### config.mk
export PLATFORM = sky130hd
export DESIGN_NAME = fetch_buffer
export DESIGN_NICKNAME = d
export VERILOG_FILES = /design/src/rtl/fetch_buffer_pkg.sv /design/src/rtl/fetch_fifo.sv /design/src/rtl/fetch_buffer.sv
export SDC_FILE = /design/constraint.sdc
export NUM_CORES = 1
export LEC_CHECK = 0
export CORE_MARGIN = 2
export CORE_UTILIZATION = 25
export CTS_CLUSTER_DIAMETER = 50
export DETAILED_ROUTE_END_ITERATION = 12
export PLACE_DENSITY = 0.51
export SYNTH_ARGS = -nofsm -noshare
export SYNTH_HDL_FRONTEND = slang
export SYNTH_SLANG_ARGS = --single-unit
### constraint.sdc
create_clock -name clk -period 4.1 [get_ports clk]
set_clock_uncertainty 0.05 [all_clocks]
set_input_delay 0.615 -clock clk [delete_from_list [all_inputs] [get_ports clk]]
set_output_delay 0.615 -clock clk [all_outputs]
set_load 0.02 [all_outputs]
### src/rtl/fetch_buffer_pkg.sv
// Shared fetch-pipeline definitions.
//   FB_PC_W / FB_INS_W : default PC and instruction widths
//   NOP_INSTR          : bubble word presented to decode when the buffer is empty
//   PC_INC             : sequential fetch stride in bytes
//   fetch_entry_t      : one buffered {pc, instr} pair
package fetch_buffer_pkg;

    localparam int FB_PC_W  = 9;
    localparam int FB_INS_W = 32;

    localparam logic [FB_INS_W-1:0] NOP_INSTR = 32'h0;
    localparam int PC_INC = 4;

    typedef struct packed {
        logic [FB_PC_W-1:0]  pc;
        logic [FB_INS_W-1:0] instr;
    } fetch_entry_t;

endpackage

### src/rtl/fetch_fifo.sv
// Synchronous FIFO of fetch entries. Pure storage: pointer and count
// bookkeeping only; the caller decides when enq/deq/flush are legal.
//   clk, reset : clock, synchronous active-high reset
//   flush      : clear pointers and count (contents left as-is)
//   enq        : write enq_data at the tail
//   deq        : advance the head
//   head       : entry at the head pointer (meaningful only when count != 0)
//   count      : occupied entries
module fetch_fifo
    import fetch_buffer_pkg::*;
#(
    parameter int DEPTH = 4,
    parameter int CNT_W = $clog2(DEPTH) + 1
) (
    input  logic               clk,
    input  logic               reset,
    input  logic               flush,
    input  logic               enq,
    input  fetch_entry_t       enq_data,
    input  logic               deq,
    output fetch_entry_t       head,
    output logic [CNT_W-1:0]   count
);

    localparam int PTR_W = $clog2(DEPTH);

    fetch_entry_t     mem [DEPTH];
    logic [PTR_W-1:0] rd_ptr;
    logic [PTR_W-1:0] wr_ptr;

    // DEPTH is a power of two, so pointers wrap by plain overflow.
    always_ff @(posedge clk) begin
        if (reset || flush) begin
            rd_ptr <= '0;
            wr_ptr <= '0;
            count  <= '0;
        end else begin
            if (enq) wr_ptr <= wr_ptr + 1'b1;
            if (deq) rd_ptr <= rd_ptr + 1'b1;
            count <= count + CNT_W'(enq) - CNT_W'(deq);
        end
    end

    // Storage needs no reset; a stale write is harmless because the
    // pointers are cleared in the same cycle.
    always_ff @(posedge clk) begin
        if (enq) mem[wr_ptr] <= enq_data;
    end

    assign head = mem[rd_ptr];

endmodule

### src/rtl/fetch_buffer.sv
// Instruction prefetch buffer between the PC/imem front end and IF/ID.
// Issues sequential fetches to a one-cycle-latency instruction memory,
// buffers returned {pc, instr} pairs, and presents the head to decode.
//   clk, reset          : clock, synchronous active-high reset
//   redirect/redirect_pc: branch taken in EX; flush and refetch at target
//   stall               : decode hazard; hold the head entry
//   imem_req/imem_addr  : fetch request issued this cycle
//   imem_rdata          : data for last cycle's request
//   out_valid/pc/instr  : head entry (pc/instr are 0 when empty)
//   count               : occupied entries
// The entry struct carries the package widths, so PC_W/INS_W stay at
// their package defaults.
module fetch_buffer
    import fetch_buffer_pkg::*;
#(
    parameter int PC_W  = FB_PC_W,
    parameter int INS_W = FB_INS_W,
    parameter int DEPTH = 4
) (
    input  logic                     clk,
    input  logic                     reset,
    input  logic                     redirect,
    input  logic [PC_W-1:0]          redirect_pc,
    input  logic                     stall,
    output logic                     imem_req,
    output logic [PC_W-1:0]          imem_addr,
    input  logic [INS_W-1:0]         imem_rdata,
    output logic                     out_valid,
    output logic [PC_W-1:0]          out_pc,
    output logic [INS_W-1:0]         out_instr,
    output logic [$clog2(DEPTH):0]   count
);

    localparam int CNT_W = $clog2(DEPTH) + 1;

    logic [PC_W-1:0] fetch_pc;
    logic            inflight;
    logic [PC_W-1:0] inflight_pc;
    logic [CNT_W:0]  pending;
    logic            issue;
    logic            enq;
    logic            deq;
    fetch_entry_t    enq_data;
    fetch_entry_t    head;

    // Credit: buffered entries plus the one response in flight must leave
    // room, so an arriving response always finds a free slot.
    assign pending = {1'b0, count} + {{CNT_W{1'b0}}, inflight};
    assign issue   = !reset && !redirect && (pending < (CNT_W+1)'(DEPTH));

    assign imem_req  = issue;
    assign imem_addr = fetch_pc;

    assign enq            = inflight && !redirect;
    assign deq            = out_valid && !stall && !redirect;
    assign enq_data.pc    = inflight_pc;
    assign enq_data.instr = imem_rdata;

    always_ff @(posedge clk) begin
        if (reset) begin
            fetch_pc <= '0;
            inflight <= 1'b0;
        end else if (redirect) begin
            fetch_pc <= {redirect_pc[PC_W-1:2], 2'b00};
            inflight <= 1'b0;
        end else begin
            inflight <= issue;
            if (issue) fetch_pc <= fetch_pc + PC_W'(PC_INC);
        end
    end

    always_ff @(posedge clk) begin
        if (issue) inflight_pc <= fetch_pc;
    end

    fetch_fifo #(.DEPTH(DEPTH)) u_fifo (
        .clk      (clk),
        .reset    (reset),
        .flush    (redirect),
        .enq      (enq),
        .enq_data (enq_data),
        .deq      (deq),
        .head     (head),
        .count    (count)
    );

    assign out_valid = (count != '0);
    assign out_pc    = out_valid ? head.pc    : '0;
    assign out_instr = out_valid ? head.instr : NOP_INSTR;

endmodule

Yosys cells after proc, flatten, opt, wreduce, memory -nomap -nowiden
Memory sizes are Yosys's and may differ from the RTL's. A register that Yosys moved wholly into a read port is not among the register bits.
Index checks and enable logic that the tools add are counted.
Widths: inputs -> output; s select.

word-level totals
  output and inout bits = 55
  memories = 1
  logic and storage cells = 35
  register bits = 26
  memory bits (writable) = 164
  bits of input ports = 45

operators by class
  add/subtract/negate cells = 6
  muxes and demuxes = 8
  order comparisons = 1
  reductions and logical operators = 12

memories
  name        words  width  read ports  clocked after Yosys merged registers in  wr ports  line              text
  u_fifo.mem  4      41     1           1                                        1         fetch_fifo.sv:27  fetch_entry_t mem [DEPTH];

operators by type and width
  kind                 number
  $mux 32              1
  $mux 9               3
  $add 9x3->9 const B  1
  $logic_and 1x1->1    5
  $add 2x1->2 const B  2
  $add 3x1->4          1
  $lt 4x3->1 const B   1
  $mux 2               2
  $add 3x1->3          1
  $logic_not 1->1      3
  $reduce_bool 3->1    1
  $sub 3x1->3          1
  $mux 1               2
  $reduce_bool 2->1    1
  $reduce_or 2->1      1
  $logic_or 1x1->1     1

Longest topological paths before layout
Gate-level depths: netlist of the first run.

  depth in word-level cells = 5
  depth in mapped cells = 10
  depth with buffers taken out = 9

By module
A second synthesis of the first run with hierarchy kept.

second synthesis, totals
  cells, all modules = 369
  area, all modules = 7,357.1 um2

by module, submodules not included
  module        area each (um2)  times used  cells an instance  seq. area each (um2)
  fetch_fifo    6,407.4          1           259                5,104.9
  fetch_buffer  949.7            1           110                370.4

Worst setup path after synthesis of the first run
Ideal clock, no wire load.

  path type = input to output
  from = in redirect
  to = out imem_req
  buffers on the path = 2
  required time = 3,435 ps
  stages = 4
  setup slack = 1,551 ps
  arrival time = 1,884 ps
  cell sequence = clkbuf_1 > or2_2 > clkbuf_1 > nor2_1

on the way
  word-level cells in the longest chain between the ends = 3

RTL lines
  element                          line                text
  start: declaration               fetch_buffer.sv:22  input logic redirect,
  $logic_not 1->1                  fetch_buffer.sv:49  assign issue = !reset && !redirect && (pending < (CNT_W+1)'(DEPTH));
  $logic_and 1x1->1 (2 in series)  fetch_buffer.sv:49
  end: declaration                 fetch_buffer.sv:25  output logic imem_req,

No other way between the ends.

==> flow_summary_export.csv, run 1 <==
group,metric,value,unit
setup_path,start_kind,"flop",
routing,viasPerCell,4.121,
timing,fin_crit,3361,ps
setup_path,slowest_stage,"dfxtp_4",
timing,worst_slew_pin_slew,833.1,ps
yosys,synth_area_per_cell,19.56,um^2
placement,dp_hpwl,8586,um
timing,tns,0,ps
final_layout,nets,515,
placement,io_buffers,93,
global_route,grt_pass1_wl,21400,um
routing,route.detailed.drc,0,
yosys,yosys.area.top_type,"edfxtp_1",
yosys,yosysWarnings,0,
global_route,grt_max_degree,44,
setup_path,cp_slowest_stage_delay,890,ps
setup_path,path_class,"flop to primary output",
timing,finalSetupViolations,0,
power,switchingPower,0.8534,mW
timing,period_share,81.97,%
clock_tree,clk-insertion-delay-late,440,ps
clock_tree,cts_resized,0,
timing,slew_viol_final,0,
yosys,ys_seq_elements,180,
yosys,ys_types,38,
clock_tree,cts_tree,"built",
final_layout,drive_gt1_share,18.57,%
yosys,synth_cells,358,
yosys,netlist.area_leader.share,69.89,%
setup_path,critPathRequiredTime,3430,ps
power,power_density,421.3,nW/um^2
routing,wirelength,14030,um
placement,gp_congestion,0.7366,
setup_path,ff2ff_setup_slack,2000,ps
floorplan,num_rows,61,
power,pwr-share-seq,53.8,%
timing,max_freq,0.2975,GHz
clock_tree,cts-root-buf,"clkbuf_16",
routing,wl_per_cell,16.47,um
routing,dr.pass1.iters,4,
placement,dp.cells,820,
clock_tree,cts.sinks,180,
setup_path,end_kind,"primary output",
timing,hold_viol,0,
floorplan,die_x,171.4,um
global_route,overflow,0,
power,p_clk_share,41.2,%
global_route,grt_pass1_vias,3816,
floorplan,fp.dieArea,29370,um^2
final_layout,layout_common_cells,"edfxtp_1, clkdlybuf4s50_1, nor2b_1",
power,combPwrFrac,5.0,%
timing,rsz0062_at_grt,"false",
clock_tree,numCtsBuffers,17,
global_route,antenna_found_initial,0,
yosys,ys_seq_area_share,74.75,%
setup_path,arrival,2700,ps
setup_path,crit_fanout,39,
timing,whs,462.3,ps
final_layout,final_util,32.54,%
floorplan,io_pins,100,
yosys,synth_edf_count,163,
routing,ant_nets,0,
floorplan,die_h,171.4,um
final_layout,finalNonFillerCells,852,
routing,num_vias,3511,
final_layout,area_growth,28.75,%
job,max-cap-violations,0,
run_status,status,"completed",
setup_path,crit_family,"flip-flops",
setup_path,cp_cell_sequence,"mux4_2 -> nor2b_1 -> clkdlybuf4s50_1",
yosys,synth.area.top_cells,"edfxtp_1, mux4_2, dfxtp_1, nor2b_1, ha_1",
clock_tree,cts_buffer_depth,2,
global_route,grt_use_total,10.01,%
power,p_int,2.945,mW
power,p_leak,2.772,nW
clock_tree,post_cts_buffers,0,
power,peakVddDrop,220.0,uV
floorplan,initial_core_util,25.28,%
power,power.total,3.798,mW
clock_tree,htreeDepth,4,
clock_tree,ctsHoldBuffers,0,
yosys,synth_area,7003,um^2
final_layout,final_common_cell,"edfxtp_1",
floorplan,core,27710,um^2
timing,slew_headroom,44.46,%
min_path,hp-class,"flop to flop",
final_layout,antenna_cells,0,
clock_tree,clk_pin_slew,80,ps
setup_path,critPathBufInv,1,
power,swShare,22.47,%
yosys,ys.flop_type,"edfxtp_1",
routing,drt_iter0_markers,247,
yosys,async_flop_share,0,%
## cell usage after synthesis, drive strengths merged (2+ instances only)
cell type and n:
inv 7, nor2 11, clkbuf 10, nor3 2, dfxtp 17, xnor2 4
edfxtp 163, nand3 2, nor2b 40, a311oi 3, and2 6, ha 8
and4 2, o211ai 2, o21ai 4, a21oi 2, nand2 5, buf 10
mux4 39, or3 4, mux2i 2
## cell type report
cell class | instances | area [um^2]
Tap cell | 378 | 473.0
Fill cell | 2651 | 18690
Timing Repair Buffer | 101 | 1041
Clock inverter | 14 | 140.1
Clock buffer | 18 | 439.2
Sequential cell | 180 | 5240
Multi-Input combinational cell | 153 | 1653
Inverter | 8 | 30.03
## flip-flops by register name (all words and copies together) (netlist names), named ones only
register,count
imem_addr,7
inflight,1
inflight_pc,7
u_fifo.count,3
u_fifo.mem,156
u_fifo.rd_ptr,2
u_fifo.wr_ptr,2
## path summary, 6_finish.rpt
kind,from,endpoint,depth (start not counted)
max,flop,out_instr[31],3
min,inflight_pc[7],u_fifo.mem[3][39],0
max reg2reg,u_fifo.count[1],inflight_pc[8],5
min reg2reg,inflight_pc[7],u_fifo.mem[3][39],0
## worst reg2reg max path, cell delays in order (launching register included)
cell and delay (ps):
dfxtp_1 470, ha_1 210, and4b_1 200, mux2i_1 580, nor2_1 150, buf_4 210
## cell families after synthesis
logic type	after synthesis	synth area share, %
mux	42	12.99
flops	180	74.75
compound gates	16	1.537
other cells	1	0.05355
xor+xnor	4	0.5002
buf+inv	28	1.948
simple gates	78	6.504
fa+ha+maj	9	1.715
## power groups by stage
| stage | registers [mW] | logic [mW] | clock network [mW] |
|---|---|---|---|
| 5_1_grt | 2.05 | 0.206 | 1.69 |
| 3_3_place_gp | 2.08 | 0.190 | 0 |
| 6_report | 2.04 | 0.190 | 1.56 |
| 2_1_floorplan | 2.09 | 0.0822 | 0 |
| 3_5_place_dp | 2.09 | 0.194 | 0 |
| 4_1_cts | 2.04 | 0.194 | 1.61 |
## routing by layer
| metal | wire length, um | up-vias | global-route usage [%] |
|---|---|---|---|
| li1 | - | 1611 | - |
| met1 | 6219 | 1807 | 12.38 |
| met2 | 7034 | 79 | 16.71 |
| met3 | 598 | 14 | 2.784 |
| met4 | 181 | 0 | 3.795 |
| met5 | 0 | - | 0 |
## stage by stage
| stage | worst slack [ps] | instance area, um^2 |
|---|---|---|
| floorplan | 1551 | 7014 |
| global route | 533.7 | 9016 |
| detailed placement | 960.0 | 8437 |
| CTS | 628.9 | 9016 |
| finish | 739.1 | 9016 |
| global placement | 973.2 | 8437 |
Power figures use the tool's default switching activity.
==> run 2, diff against run 1 <==
--- a/config.mk
+++ b/config.mk
@@ -9,7 +9,7 @@
 export CORE_UTILIZATION = 25
 export CTS_CLUSTER_DIAMETER = 50
 export DETAILED_ROUTE_END_ITERATION = 12
-export PLACE_DENSITY = 0.51
+export PLACE_DENSITY = 0.52
 export SYNTH_ARGS = -nofsm -noshare
 export SYNTH_HDL_FRONTEND = slang
 export SYNTH_SLANG_ARGS = --single-unit
==> constraint.sdc (replaced) <==
create_clock -name clk -period 3 [get_ports clk]
set_clock_uncertainty 0.05 [all_clocks]
set_input_delay 0.45 -clock clk [delete_from_list [all_inputs] [get_ports clk]]
set_output_delay 0.45 -clock clk [all_outputs]
set_load 0.02 [all_outputs]
==> run 2 against run 1 <==
  * Via count is 0.17% higher
  * Cell count is 0.94% higher
  * Count of clock-buffer cells in the layout is 1 lower
  * First-iteration DRC count is 17% lower
  * Global-route usage hardly changed
  * Clock power is 44% higher
  * Worst hold slack worse by 14 ps
  * Sequential cell count stayed put
  * Power is 40% higher
  * Core utilization is 0.45 points higher
  * Sequential share of layout area is 0.80 points lower
  * Critical path type unchanged
  * Critical endpoint is now out_pc[2]
  * Largest cell class unchanged
  * Largest power group unchanged
==> flow_summary_export.csv, run 2 (synthesis results as in run 1) <==
group,metric,value,unit
final_layout,nFillCells,2665,
timing,hold_viol,0,
global_route,grt_pass1_vias,3916,
routing,num_vias,3517,
final_layout,layout_common_cells,"edfxtp_1, clkdlybuf4s50_1, nor2b_1",
setup_path,crit_cells,4,
final_layout,final-seq-area,5240,um^2
setup_path,ff2ff_setup_slack,700,ps
power,pwr-share-seq,52.6,%
setup_path,critPathBufInv,2,
clock_tree,clk_pin_slew,80,ps
timing,tns,0,ps
floorplan,initial_core_util,25.28,%
setup_path,start_kind,"flop",
setup_path,path_class,"flop to primary output",
placement,dpl-instance-area,8494,um^2
timing,max_freq,0.3544,GHz
routing,ant_nets,0,
setup_path,slowest_stage,"clkdlybuf4s50_1",
floorplan,die_h,171.4,um
min_path,hp-class,"flop to flop",
clock_tree,htreeDepth,4,
global_route,antenna_found_initial,1,
setup_path,crit_fanout,20,
timing,slew_viol_final,0,
final_layout,nets,522,
placement,gp_congestion,0.7368,
floorplan,die_x,171.4,um
clock_tree,cts_resized,0,
placement,io_buffers,93,
global_route,overflow,0,
final_layout,drive_gt1_share,19.75,%
final_layout,final_common_cell,"edfxtp_1",
clock_tree,cts_buffer_depth,2,
clock_tree,post_cts_buffers,0,
floorplan,io_pins,100,
power,swShare,22.57,%
power,p_leak,2.841,nW
power,peakVddDrop,309.4,uV
routing,drt_iter0_markers,204,
final_layout,largest_register,"u_fifo.mem",
routing,route.detailed.drc,0,
floorplan,fp.dieArea,29370,um^2
timing,fin_crit,2821,ps
setup_path,critPathRequiredTime,2500,ps
power,p_clk_share,42.3,%
floorplan,core,27710,um^2
final_layout,area_growth,30.53,%
clock_tree,cts-root-buf,"clkbuf_16",
clock_tree,cts.sinks,180,
setup_path,crit_end,"out_pc[2]",
timing,rsz0062_at_grt,"false",
global_route,grt_pass1_wl,21530,um
setup_path,end_kind,"primary output",
power,combPwrFrac,5.1,%
setup_path,arrival,2320,ps
setup_path,crit_family,"buffers and inverters",
power,switchingPower,1.198,mW
setup_path,r2r-end,"u_fifo.count[2]",
power,power_density,580.8,nW/um^2
setup_path,rr_worst_depth,10,
clock_tree,cts_tree,"built",
power,p_int,4.111,mW
setup_path,cp_slowest_stage_delay,600,ps
timing,period_share,94.05,%
clock_tree,clk-insertion-delay-late,430,ps
setup_path,cp_cell_sequence,"buf_16 -> mux4_2 -> nor2b_1 -> clkdlybuf4s50_1",
routing,dr.pass1.iters,4,
final_layout,largest_register_ffs,156,
routing,viasPerCell,4.090,
final_layout,multi_input_area,1653,um^2
global_route,grt_use_total,10.01,%
routing,wl_per_cell,16.57,um
run_status,status,"completed",
clock_tree,numCtsBuffers,17,
floorplan,num_rows,61,
global_route,grt_max_degree,45,
clock_tree,ctsHoldBuffers,0,
routing,wirelength,14250,um
timing,finalSetupViolations,0,
job,max-cap-violations,0,
setup_path,r2r-start,"u_fifo.count[1]",
final_layout,postLayoutCellArea,9141,um^2
-- run 2: routing by layer --
| metal | wire length, um | track usage [%] |
|---|---|---|
| met1 | 6339 | 12.19 |
| met3 | 548 | 2.899 |
| met5 | 0 | 0 |
| met2 | 7243 | 17.08 |
| met4 | 119 | 3.316 |
-- run 2: layout make-up --
cell class                      instances  area share [%]
Sequential cell                       180           57.32
Multi-Input combinational cell        153           18.08
Timing Repair Buffer                  108           12.37
Tap cell                              378           5.174
Clock buffer                           17           4.654
Clock inverter                         15           2.039
Inverter                                8          0.3285
Antenna cell                            1         0.02737
-- run 2: power by group through the flow --
stage                     sequential, mW  clock [mW]  combinational (mW)
after floorplan                     2.85           0               0.112
after global placement              2.84           0               0.270
after detailed placement            2.85           0               0.276
after CTS                           2.79        2.32               0.277
after global routing                2.80        2.42               0.295
final                               2.79        2.25               0.272
-- run 2: worst reg2reg max path: cells and delay by family, from the launching register on --
kind | cells | cell delay [ps]
adder cells (fa/ha/maj) | 3 | 780
AND/OR/NAND/NOR | 3 | 430
flip-flops | 1 | 390
buffers and inverters | 3 | 390
XOR/XNOR | 1 | 170
-- run 2: through the flow --
| stage | hold WS (ps) | power (mW) | setup slack (ps) | utilization (%) | instances |
|---|---|---|---|---|---|
| floorplan | 408.7 | 2.963 | 494.4 | - | 361 |
| global placement | 425.8 | 3.114 | 488.6 | 30.66 | 826 |
| detailed placement | 429.9 | 3.122 | 502.4 | 30.66 | 826 |
| CTS | 447.8 | 5.390 | 44.95 | 32.87 | 858 |
| global route | 479.8 | 5.509 | 69.97 | 32.99 | 859 |
| finish | 448.0 | 5.309 | 178.6 | 32.99 | 860 |
-- run 2: how the worst min path moves through the flow --
stage / startpoint / to / slack, ps / cells past startpoint
floorplan: inflight_pc[2] / u_fifo.mem[0][34] / 410 / 0
global placement: inflight_pc[3] / u_fifo.mem[2][35] / 430 / 0
detailed placement: inflight_pc[6] / u_fifo.mem[3][38] / 430 / 0
CTS: inflight_pc[6] / u_fifo.mem[2][38] / 450 / 0
global route: inflight_pc[6] / u_fifo.mem[1][38] / 480 / 0
finish: inflight_pc[6] / u_fifo.mem[3][38] / 450 / 0
==> run 3, diff against run 2 <==
--- a/config.mk
+++ b/config.mk
@@ -6,10 +6,11 @@
 export NUM_CORES = 1
 export LEC_CHECK = 0
 export CORE_MARGIN = 2
-export CORE_UTILIZATION = 25
+export CORE_UTILIZATION = 49
 export CTS_CLUSTER_DIAMETER = 50
 export DETAILED_ROUTE_END_ITERATION = 12
-export PLACE_DENSITY = 0.52
+export PLACE_DENSITY = 0.83
 export SYNTH_ARGS = -nofsm -noshare
 export SYNTH_HDL_FRONTEND = slang
+export SYNTH_HIERARCHICAL = 1
 export SYNTH_SLANG_ARGS = --single-unit
==> run 3 against run 2 <==
  * Core utilization rose by 30 points
  * Synthesized cell count up 3.1%
  * Final area rose by 0.33%
  * Count of clock-buffer cells in the layout rose by 2
  * Critical path type unchanged
  * Largest cell class unchanged
  * Largest power group unchanged
==> flow_summary_export.csv, run 3 <==
group,metric,value,unit
yosys,synth_area_per_cell,19.94,um^2
timing,setup_ws,161.8,ps
timing,rsz0062_at_grt,"false",
min_path,worstHoldStart,"inflight_pc[4]",
final_layout,area_growth,24.66,%
timing,max_freq,0.3523,GHz
routing,wirelength,12910,um
yosys,synth_area,7357,um^2
routing,viasPerCell,5.349,
setup_path,r2r-start,"u_fifo/count[1]",
final_layout,layout_common_cells,"edfxtp_1, clkdlybuf4s50_1, nor2b_1",
final_layout,final_common_cell,"edfxtp_1",
final_layout,postLayoutCellArea,9171,um^2
floorplan,core,14590,um^2
setup_path,end_kind,"primary output",
floorplan,fp.dieArea,16010,um^2
power,switchingPower,1.028,mW
routing,num_vias,3675,
timing,fin_crit,2838,ps
setup_path,rr_worst_depth,9,
setup_path,cp_cell_sequence,"buf_12 -> mux4_2 -> nor2b_1 -> clkdlybuf4s50_1",
clock_tree,clk-insertion-delay-late,430,ps
routing,wl_per_cell,18.79,um
placement,dp.cells,654,
routing,drt_iter0_markers,270,
clock_tree,cts_resized,0,
global_route,grt_pass1_wl,20590,um
timing,whs,450.0,ps
global_route,grt_max_degree,43,
yosys,ys.flop_type,"edfxtp_1",
yosys,synth_edf_count,171,
job,max-cap-violations,0,
clock_tree,cts.sinks,188,
final_layout,nets,543,
power,power.total,5.345,mW
min_path,hold_path_depth,0,
final_layout,drive_gt1_share,19.28,%
clock_tree,cts_buffer_depth,2,
global_route,overflow,0,
timing,slew_headroom,65.68,%
routing,ant_nets,0,
setup_path,crit_cells,4,
clock_tree,cts-root-buf,"clkbuf_16",
yosys,ys_types,41,
routing,dr.pass1.iters,4,
global_route,grt_pass1_vias,3946,
power,power_density,582.8,nW/um^2
yosys,synth_most_common_cell,"edfxtp_1",
placement,gp_congestion,0.7473,
setup_path,slowest_stage,"clkdlybuf4s50_1",
final_layout,largest_register,"u_fifo/mem",
final_layout,largest_register_ffs,164,
timing,period_share,94.61,%
setup_path,start_kind,"flop",
yosys,yosysWarnings,6,
setup_path,crit_fanout,22,
timing,finalSetupViolations,0,
placement,io_buffers,95,
floorplan,num_rows,44,
timing,tns,0,ps
clock_tree,numCtsBuffers,17,
placement,dp_hpwl,7925,um
power,peakVddDrop,399.0,uV
timing,worst_slew_pin_slew,514.7,ps
setup_path,critPathBufInv,2,
floorplan,die_x,126.5,um
global_route,antenna_found_initial,0,
timing,hold_viol,0,
setup_path,r2r-end,"u_fifo/count[2]",
yosys,synth.area.top_cells,"edfxtp_1, mux4_2, dfxtp_1, nor2b_1, ha_1",
final_layout,antenna_cells,0,
floorplan,die_h,126.5,um
run_status,status,"completed",
yosys,async_flop_share,0,%
min_path,hp-class,"flop to flop",
floorplan,initial_core_util,50.43,%
placement,post-place-ws,404.7,ps
clock_tree,htreeDepth,4,
power,combPwrFrac,4.8,%
timing,slew_viol_final,0,
yosys,netlist.area_leader.share,69.80,%
power,p_int,4.317,mW
setup_path,arrival,2340,ps
setup_path,cp_slowest_stage_delay,570,ps
setup_path,ff2ff_setup_slack,930,ps
clock_tree,clk_pin_slew,60,ps
yosys,synth_cells,369,
setup_path,path_class,"flop to primary output",
min_path,min_to,"u_fifo/mem[1][36]",
yosys,ys_seq_area_share,74.42,%
clock_tree,cts_tree,"built",
power,p_leak,2.939,nW
setup_path,crit_family,"buffers and inverters",
power,pwr-share-seq,54.5,%
yosys,yosys.area.top_type,"edfxtp_1",
final_layout,final_util,62.86,%
floorplan,io_pins,100,
power,swShare,19.23,%
yosys,ys_seq_elements,188,
setup_path,critPathRequiredTime,2500,ps
routing,route.detailed.drc,0,
yosys,synth_common_cells,"edfxtp_1, nor2b_1, mux4_2",
placement,dpl-instance-area,8568,um^2
power,p_clk_share,40.8,%
final_layout,finalNonFillerCells,687,
global_route,grt_use_total,17.17,%
==> run 3: per-layer routing <==
metal  vias up  track usage (%)  wire (um)
li1       1684                -          -
met1      1852            21.11       5450
met5         -                0          0
met3        28            4.808        680
met2       111            28.75       6463
met4         0            7.369        313
==> run 3: repair_timing <==
| item | 4_1_cts | 5_1_grt |
|---|---|---|
| endpoints found under the setup margin | 19 | 0 |
| endpoints found under the hold margin | 0 | 0 |
| hold buffers | 0 | 0 |
| setup buffers | 1 | 0 |
==> run 3: kinds of logic after synthesis <==
kind of cell	Yosys count	synth area share (%)
AOI/OAI and AO/OA	18	1.837
xor gates and xnor gates	3	0.5612
adders and majority gates	8	1.463
buffers and inverters	34	2.993
DFF	188	74.42
muxes	42	12.74
other	1	0.05097
and+or+nand+nor	75	5.935
==> run 3: worst max path at each step <==
stage | slack, ps | from | to
2_1_floorplan | 430 | u_fifo/count[1] | u_fifo/count[2]
3_3_place_gp | 450 | flop | out_instr[30]
3_5_place_dp | 400 | reset | imem_req
4_1_cts | 120 | flop | out_pc[0]
5_1_grt | 70 | flop | out_pc[0]
6_report | 160 | flop | out_instr[16]
==> run 3: area by class of cell <==
class	instances	area, um^2
timing repair buffer	112	1116
tap	184	230.2
clock buffer	19	432.9
inverter	15	56.30
multi-input combinational	156	1705
sequential	188	5480
clock inverter	13	150.1
fill	991	5418
==> run 3: power by group through the flow <==
stage	Sequential [mW]	Clock [mW]	Combinational, mW
2_1_floorplan	2.97	0	0.106
3_3_place_gp	2.96	0	0.246
3_5_place_dp	2.97	0	0.255
4_1_cts	2.91	2.22	0.258
5_1_grt	2.91	2.32	0.275
6_report	2.91	2.18	0.255
